`src/rtl/gpio_ctrl_if.sv`:
```
// Wishbone classic bus bundle for gpio_ctrl.
// The master drives the cycle/strobe/address/data; the slave returns ack and read data.
interface gpio_ctrl_if;
  logic        wb_cyc;
  logic        wb_stb;
  logic        wb_we;
  logic [2:0]  wb_adr;
  logic [31:0] wb_dat_w;
  logic [3:0]  wb_sel;
  logic        wb_ack;
  logic [31:0] wb_dat_r;

  modport master (
    output wb_cyc, wb_stb, wb_we, wb_adr, wb_dat_w, wb_sel,
    input  wb_ack, wb_dat_r
  );

  modport slave (
    input  wb_cyc, wb_stb, wb_we, wb_adr, wb_dat_w, wb_sel,
    output wb_ack, wb_dat_r
  );
endinterface

```
`src/rtl/gpio_ctrl.sv`:
```
// GPIO peripheral: OUT/OE/IN/edge-IRQ registers behind a Wishbone classic slave.
// Optional macro GPIO_DEBOUNCE_EN inserts a per-pin debounce filter after the synchronizer.
module gpio_ctrl #(
  parameter int NUM_IO          = 20,
  parameter int DEBOUNCE_CYCLES = 16
) (
  input  logic              sys_clk,
  input  logic              sys_rst_n,
  gpio_ctrl_if.slave        wb,
  input  logic [NUM_IO-1:0] gpio_i,
  output logic [NUM_IO-1:0] gpio_o,
  output logic [NUM_IO-1:0] gpio_oe,
  output logic              irq
);

  localparam logic [2:0] ADR_OUT     = 3'd0;
  localparam logic [2:0] ADR_OE      = 3'd1;
  localparam logic [2:0] ADR_IN      = 3'd2;
  localparam logic [2:0] ADR_RISE_IE = 3'd3;
  localparam logic [2:0] ADR_FALL_IE = 3'd4;
  localparam logic [2:0] ADR_PEND    = 3'd5;

  if ((NUM_IO < 1) || (NUM_IO > 32) || (DEBOUNCE_CYCLES < 2)) begin : g_param_check
    $error("gpio_ctrl: NUM_IO must be 1..32 and DEBOUNCE_CYCLES at least 2");
  end

  logic [NUM_IO-1:0] r_out, r_oe, r_rise_ie, r_fall_ie, r_pend;
  logic [NUM_IO-1:0] r_sync1, r_sync2, r_prev;
  logic              r_ack, r_irq;
  logic [31:0]       r_dat_r;

  logic              w_req, w_wr;
  logic [31:0]       w_lane_mask, w_wdat_full, w_rdat;
  logic              w_unused_hi;
  logic [NUM_IO-1:0] w_wdat, w_mask, w_in, w_pend_set, w_pend_clr, w_out_nxt;

  function automatic logic [NUM_IO-1:0] f_merge(input logic [NUM_IO-1:0] old_v,
                                                input logic [NUM_IO-1:0] new_v,
                                                input logic [NUM_IO-1:0] mask);
    return (old_v & ~mask) | (new_v & mask);
  endfunction

  // The ack itself blocks a new request, giving the mandatory idle cycle between acks.
  assign w_req       = wb.wb_cyc & wb.wb_stb & ~r_ack;
  assign w_wr        = w_req & wb.wb_we;
  assign w_lane_mask = {{8{wb.wb_sel[3]}}, {8{wb.wb_sel[2]}}, {8{wb.wb_sel[1]}}, {8{wb.wb_sel[0]}}};
  assign w_wdat_full = wb.wb_dat_w & w_lane_mask;
  assign w_wdat      = w_wdat_full[NUM_IO-1:0];
  assign w_mask      = w_lane_mask[NUM_IO-1:0];
  assign w_unused_hi = ^{w_wdat_full, w_lane_mask};

`ifdef GPIO_DEBOUNCE_EN
  localparam int CW = $clog2(DEBOUNCE_CYCLES);

  logic [CW-1:0]     r_cnt [NUM_IO];
  logic [NUM_IO-1:0] r_deb;

  // Debounced value follows the synchronizer only after DEBOUNCE_CYCLES stable cycles.
  always_ff @(posedge sys_clk or negedge sys_rst_n) begin
    if (!sys_rst_n) begin
      r_deb <= '0;
      for (int i = 0; i < NUM_IO; i++) r_cnt[i] <= '0;
    end else begin
      for (int i = 0; i < NUM_IO; i++) begin
        if (r_sync2[i] != r_deb[i]) begin
          if (r_cnt[i] == CW'(DEBOUNCE_CYCLES - 1)) begin
            r_deb[i] <= r_sync2[i];
            r_cnt[i] <= '0;
          end else begin
            r_cnt[i] <= r_cnt[i] + CW'(1);
          end
        end else begin
          r_cnt[i] <= '0;
        end
      end
    end
  end

  assign w_in = r_deb;
`else
  assign w_in = r_sync2;
`endif

  assign w_pend_set = (w_in & ~r_prev & r_rise_ie) | (~w_in & r_prev & r_fall_ie);
  assign w_pend_clr = (w_wr && (wb.wb_adr == ADR_PEND)) ? w_wdat : '0;

  always_comb begin
    w_out_nxt = r_out;
    if (w_wr) begin
      case (wb.wb_adr)
        ADR_OUT: w_out_nxt = f_merge(r_out, w_wdat, w_mask);
        3'd6:    w_out_nxt = r_out | w_wdat;
        3'd7:    w_out_nxt = r_out & ~w_wdat;
        default: w_out_nxt = r_out;
      endcase
    end else begin
      w_out_nxt = r_out;
    end
  end

  always_comb begin
    w_rdat = 32'h0000_0000;
    case (wb.wb_adr)
      ADR_OUT:     w_rdat[NUM_IO-1:0] = r_out;
      ADR_OE:      w_rdat[NUM_IO-1:0] = r_oe;
      ADR_IN:      w_rdat[NUM_IO-1:0] = w_in;
      ADR_RISE_IE: w_rdat[NUM_IO-1:0] = r_rise_ie;
      ADR_FALL_IE: w_rdat[NUM_IO-1:0] = r_fall_ie;
      ADR_PEND:    w_rdat[NUM_IO-1:0] = r_pend;
      default:     w_rdat = 32'h0000_0000;
    endcase
  end

  // Bus response, register file, input synchronizers and interrupt state.
  always_ff @(posedge sys_clk or negedge sys_rst_n) begin
    if (!sys_rst_n) begin
      r_ack     <= 1'b0;
      r_dat_r   <= 32'h0000_0000;
      r_out     <= '0;
      r_oe      <= '0;
      r_rise_ie <= '0;
      r_fall_ie <= '0;
      r_pend    <= '0;
      r_sync1   <= '0;
      r_sync2   <= '0;
      r_prev    <= '0;
      r_irq     <= 1'b0;
    end else begin
      r_ack   <= w_req;
      r_dat_r <= (w_req && !wb.wb_we) ? w_rdat : 32'h0000_0000;
      r_out   <= w_out_nxt;
      if (w_wr && (wb.wb_adr == ADR_OE))      r_oe      <= f_merge(r_oe, w_wdat, w_mask);
      if (w_wr && (wb.wb_adr == ADR_RISE_IE)) r_rise_ie <= f_merge(r_rise_ie, w_wdat, w_mask);
      if (w_wr && (wb.wb_adr == ADR_FALL_IE)) r_fall_ie <= f_merge(r_fall_ie, w_wdat, w_mask);
      r_pend  <= (r_pend & ~w_pend_clr) | w_pend_set;
      r_sync1 <= gpio_i;
      r_sync2 <= r_sync1;
      r_prev  <= w_in;
      r_irq   <= |r_pend;
    end
  end

  assign wb.wb_ack   = r_ack;
  assign wb.wb_dat_r = r_dat_r;
  assign gpio_o      = r_out;
  assign gpio_oe     = r_oe;
  assign irq         = r_irq;

endmodule

```
`src/flat_wrapper.sv`:
```
// flat-port wrapper written by rule: the top's interface ports become plain ports
module gpio_ctrl_flat 
#(
  parameter int NUM_IO          = 20,
  parameter int DEBOUNCE_CYCLES = 16
)
  (sys_clk, sys_rst_n, gpio_i, gpio_o, gpio_oe, irq, wb_wb_cyc, wb_wb_stb, wb_wb_we, wb_wb_adr, wb_wb_dat_w, wb_wb_sel, wb_wb_ack, wb_wb_dat_r);
  gpio_ctrl_if wb_i ();
  input  logic sys_clk;
  input  logic sys_rst_n;
  input  logic [NUM_IO-1:0] gpio_i;
  output logic [NUM_IO-1:0] gpio_o;
  output logic [NUM_IO-1:0] gpio_oe;
  output logic irq;
  input wire logic [$bits(wb_i.wb_cyc)-1:0] wb_wb_cyc;
  input wire logic [$bits(wb_i.wb_stb)-1:0] wb_wb_stb;
  input wire logic [$bits(wb_i.wb_we)-1:0] wb_wb_we;
  input wire logic [$bits(wb_i.wb_adr)-1:0] wb_wb_adr;
  input wire logic [$bits(wb_i.wb_dat_w)-1:0] wb_wb_dat_w;
  input wire logic [$bits(wb_i.wb_sel)-1:0] wb_wb_sel;
  output wire logic [$bits(wb_i.wb_ack)-1:0] wb_wb_ack;
  output wire logic [$bits(wb_i.wb_dat_r)-1:0] wb_wb_dat_r;
  assign wb_i.wb_cyc = wb_wb_cyc;
  assign wb_i.wb_stb = wb_wb_stb;
  assign wb_i.wb_we = wb_wb_we;
  assign wb_i.wb_adr = wb_wb_adr;
  assign wb_i.wb_dat_w = wb_wb_dat_w;
  assign wb_i.wb_sel = wb_wb_sel;
  assign wb_wb_ack = wb_i.wb_ack;
  assign wb_wb_dat_r = wb_i.wb_dat_r;
  gpio_ctrl #(.NUM_IO(NUM_IO), .DEBOUNCE_CYCLES(DEBOUNCE_CYCLES)) u_core (.sys_clk(sys_clk), .sys_rst_n(sys_rst_n), .wb(wb_i), .gpio_i(gpio_i), .gpio_o(gpio_o), .gpio_oe(gpio_oe), .irq(irq));
endmodule
```
`config.mk`:
```
export PLATFORM = sky130hd
export DESIGN_NAME = gpio_ctrl_flat
export DESIGN_NICKNAME = d
export VERILOG_FILES = /design/src/rtl/gpio_ctrl_if.sv /design/src/rtl/gpio_ctrl.sv /design/src/flat_wrapper.sv
export SDC_FILE = /design/constraint.sdc
export NUM_CORES = 1
export LEC_CHECK = 0
export CELL_PAD_IN_SITES_DETAIL_PLACEMENT = 0
export CELL_PAD_IN_SITES_GLOBAL_PLACEMENT = 1
export CORE_MARGIN = 1
export CORE_UTILIZATION = 38
export DETAILED_ROUTE_END_ITERATION = 16
export MAX_ROUTING_LAYER = met4
export PLACE_DENSITY = 0.83
export SETUP_SLACK_MARGIN = 0.4
export SLEW_MARGIN = 20
export SYNTH_ARGS = -nofsm -noshare
export SYNTH_HDL_FRONTEND = slang
export SYNTH_SLANG_ARGS = --single-unit
```
`constraint.sdc`:
```
create_clock -name sys_clk -period 1.4 [get_ports sys_clk]
set_clock_uncertainty 0.15 [all_clocks]
set_input_delay 0.21 -clock sys_clk [delete_from_list [all_inputs] [get_ports sys_clk]]
set_output_delay 0.21 -clock sys_clk [all_outputs]
set_load 0.005 [all_outputs]
```
# --- Yosys cells after proc, flatten, opt, wreduce, memory -nomap -nowiden ---
# Index checks and enable logic that the tools add are counted.
word_totals:
  input_bits: 64
  ff_bits: 194
  word_cells: 60
op_classes:
  mux: 4
  n_eq_ne: 7
  n_reduce_logical: 10
  bitwise_logic: 28
op_table:
  columns: ["operator", "n"]
  rows:
  - ["bitwise AND 20 bit", 12]
  - ["OR 20 bit", 7]
  - ["one-hot mux 20 bit (6 select lines)", 1]
  - ["NOT 20 bit", 5]
  - ["one-hot mux 20 bit (3 select lines)", 1]
  - ["two-way mux 20 bit", 2]
  - ["OR reduction 20 bit", 1]
  - ["== test 3 bit (second input constant)", 4]
  - ["== test 3 x 2 -> 1 bit (second input constant)", 2]
  - ["logical AND 1 bit", 5]
  - ["bitwise AND 1 bit", 3]
  - ["== test 3 x 1 -> 1 bit (second input constant)", 1]
  - ["logical NOT 3 bit", 1]
  - ["nonzero test 3 bit", 1]
  - ["AND reduction 2 bit", 1]
  - ["logical NOT 1 bit", 1]
  - ["NOT 1 bit", 1]

# --- Depth between registers and ports, before layout ---
logic_depth:
  depth_word: 8
  mapped_depth: 7
  mapped_depth_nobuf: 4

# --- Least setup slack after synthesis ---
# Ideal clock, no wire load.
synth_timing:
  kind: "reg2reg"
  startpoint: "reg u_core.r_ack, in the netlist u_core.wb.wb_ack"
  endpoint: "reg with a tool-made name"
  setup_ps: 125
  slack_ps: -227
  arrival_ps: 1352
  synth_period_minus_slack_ps: 1627
  path_buffers: 1
  stages_incl_launch_ff: 5
  cell_sequence: "dfrtp_1 > and4b_1 > buf_4 > nand4_2 > mux2_2"
synth_lines:
  columns: ["element", "line_no", "text"]
  rows:
  - ["start: declaration", "gpio_ctrl.sv:29", "logic r_ack, r_irq;"]
  - ["start signal: assignment", "gpio_ctrl.sv:129", "r_ack <= w_req;"]

==> results.py <==
metrics = {
    "outcome": {
        "status": "finished, violations left",
        "violations": "negative setup slack",
    },
    "placed_design": {
        "place_hpwl_um": 14300,
        "port_buffers": 112,
        "dpl.cell_count": 1061,
        "placed_area_mm2": 0.00979,
        "gp_congestion": 0.837,
    },
    "clocking": {
        "cts-root-buf": "clkbuf_16",
        "clkTransAtPathRegs_ps": 70,
        "cts_inserted_buffers": 17,
        "h-tree-depth": 4,
        "cts_tree": "done",
        "clock_latency_ps": 440,
        "cts_max_path_buffers": 2,
        "cts_sinks": 182,
    },
    "routing": {
        "dr.pass1.iters": 6,
        "drcViolationCount": 0,
        "routed_wl_um": 21300,
        "wire_per_inst_um": 18.7,
        "vias": 6017,
        "postRouteAntennaNets": 0,
        "drt_iter0_markers": 321,
        "vias_per_cell": 5.28,
    },
    "final_layout": {
        "num-nets-final": 925,
        "num_antenna_cells": 0,
        "area_growth_pct": 38.6,
        "post-route-util": 0.544,
        "regArea_mm2": 0.00455,
        "n_fill_cell": 1664,
        "final_cell_area_mm2": 0.0107,
        "stdcell_count": 1139,
        "multi_input_comb_area_mm2": 0.00328,
        "final_layout_size_suffix_gt1_frac": 0.416,
    },
    "floorplan": {
        "die-width_um": 145,
        "design.die.area_mm2": 0.0209,
        "start_util": 0.393,
        "fp-row-count": 51,
        "core_mm2": 0.0197,
        "pin_count": 138,
        "die-height_um": 145,
    },
    "pwr": {
        "power.density_mw_per_mm2": 1260,
        "power_uw": 13500,
        "p_leak_uw": 0.00493,
        "ir_drop_v": 0.000856,
    },
    "grt": {
        "met3_usage": 0.0467,
        "grt_pass1_wl_um": 33300,
        "busiest_layer": "met2",
        "grt-ovfl-total": 0,
        "first_global_vias": 5969,
        "antenna_found_initial": 0,
        "grt_usage": 0.223,
        "grt_max_degree": 47,
        "grtUsageMet2": 0.327,
        "met1_usage": 0.309,
    },
    "critical_path": {
        "critPathMaxFanout": 8,
        "crit_family": "simple AND/OR/NAND/NOR gates",
        "cpPeakStageDelay_ps": 380,
        "arrival_ps": 1890,
        "endpoint_kind": "register",
        "worstSetupPathType": "reg2reg",
        "cp_slowest_cell": "dfrtp_1",
        "crit_required_ps": 1570,
        "start_kind": "register",
        "path_buf_inv": 1,
        "path_cells": "nand3b_1 -> nor3_4 -> buf_6 -> nand2_8 -> mux2_2",
    },
    "synth": {
        "async_reset_ff_frac": 1.00,
        "synth-seq-cells": 182,
        "synth_ff_type": "dfrtp_1",
        "synthTopCellsByArea": "dfrtp_1 59%, mux2_2 9.3%, mux2i_1 3.8%",
        "avgSynthCellArea_um2": 12.2,
        "yosysTopAreaCell": "dfrtp_1",
        "synthesis.area_mm2": 0.00774,
        "postSynthCellCount": 633,
        "synth.distinct_cells": 44,
        "ys_seq_area_frac": 0.588,
        "synth_top_area_share": 0.588,
        "synth_edf_count": 0,
        "ys_warn_count": 0,
    },
    "timing": {
        "setup_viol": 121,
        "tightest_slew_ps": 483,
        "min_period_ps": 1720,
        "rsz0062_at_grt": "yes",
        "drv_slew": 0,
        "finalHoldViolations": 0,
        "fmax_ghz": 0.581,
        "setup_slack_ps": -322,
        "relSlewSlack": 0.673,
        "post-route-period-util": 1.23,
    },
    "hold_path": {
        "hold_class": "in2reg",
    },
    "flow_run": {
        "cap_viol_max_count": 0,
    },
}
-- synthesized netlist by cell type, types with 3 or more instances --
| master | instances |
|---|---|
| a211o_1 | 3 |
| a21oi_1 | 31 |
| clkbuf_1 | 11 |
| dfrtp_1 | 182 |
| o21ai_0 | 40 |
| nand3b_1 | 25 |
| a31oi_1 | 8 |
| inv_1 | 5 |
| nor4_1 | 5 |
| o21a_1 | 4 |
| buf_2 | 14 |
| nand3_1 | 17 |
| nand2b_1 | 3 |
| a21o_1 | 16 |
| mux2_2 | 64 |
| buf_6 | 3 |
| o22ai_1 | 11 |
| nand2_1 | 64 |
| nor4b_1 | 3 |
| buf_4 | 16 |
| mux4_2 | 8 |
| nor2_1 | 26 |
| a32oi_1 | 16 |
| mux2i_1 | 29 |
-- cell type report --
class / instances / area share
repair buffers: 240 / 0.181
well taps: 265 / 0.0309
clock inverters: 12 / 0.0131
inverters: 6 / 0.00222
clock buffers: 20 / 0.0426
multi-input cells: 414 / 0.306
flip-flops and latches: 182 / 0.425
-- path summary, 6_finish.rpt --
| kind | endpoint | slack [ps] | depth (start not counted) | start |
|---|---|---|---|---|
| worst min-delay path | u_core.r_sync1[11] | 60 | 1 | gpio_i[11] |
| worst max-delay path | register | -320 | 5 | u_core.wb.wb_ack |
| worst min register to register | u_core.r_sync2[13] | 200 | 0 | u_core.r_sync1[13] |
| min in group asynchronous | asynchronous set/reset pin | 80 | 2 | sys_rst_n |
| max in group asynchronous | asynchronous set/reset pin | 510 | 3 | sys_rst_n |
| worst max register to register | register | -320 | 5 | u_core.wb.wb_ack |
-- power breakdown --
group / switching, uW / internal (uW) / total, uW
clock network: 2090 / 2760 / 4850
registers: 482 / 5860 / 6340
logic: 1060 / 1290 / 2350
total: 3640 / 9910 / 13500
-- logic make-up (layout without fill, tap and decap cells) --
logic type | after synthesis | count (layout) | synth area share
other | 1 | 12 | 0.000485
muxes | 101 | 101 | 0.154
AOI/OAI and AO/OA | 136 | 137 | 0.109
DFF | 182 | 182 | 0.588
buffers and inverters | 50 | 278 | 0.0372
and+or+nand+nor | 163 | 164 | 0.111
-- what timing repair did --
action / CTS / global route
gates cloned: 2 / 0
pin swaps: 11 / 1
hold buffers: 1 / 0
setup buffers: 39 / 4
endpoints found under the setup margin: 184 / 230
gates resized for setup: 303 / 24
endpoints found under the hold margin: 182 / 0
-- through the flow --
step	hold slack (ps)	setup TNS [ps]	worst slack [ps]
3_5_place_dp	-2.69	-82460	-830
3_3_place_gp	-3.05	-79640	-774
6_report	55.2	-28760	-322
4_1_cts	41.7	-26790	-298
5_1_grt	44.4	-33710	-372
2_1_floorplan	-236	-11580	-167
-- metal layers --
metal | wire, um | share of wire | up-vias
met5 | 0 | 0 | -
met4 | 365 | 0.017 | 0
met3 | 1290 | 0.060 | 25
met2 | 9830 | 0.46 | 235
met1 | 9820 | 0.46 | 3022
li1 | - | - | 2735
-- cell usage in the layout, fill, tap and decap left out, types with 8 or more instances in the layout --
cell type,count
buf_12,8
nand2_1,46
a21o_1,16
buf_2,62
o21ai_1,12
nand2_2,17
clkdlybuf4s50_1,46
conb_1,12
nor2_1,18
a21oi_1,26
a31oi_1,8
a32oi_1,16
o21ai_0,24
mux2_2,62
nand3b_1,25
buf_4,107
buf_6,12
dfrtp_1,182
mux4_2,8
mux2i_1,29
clkbuf_16,17
nand3_1,14
(Power assumes the default switching activity.)
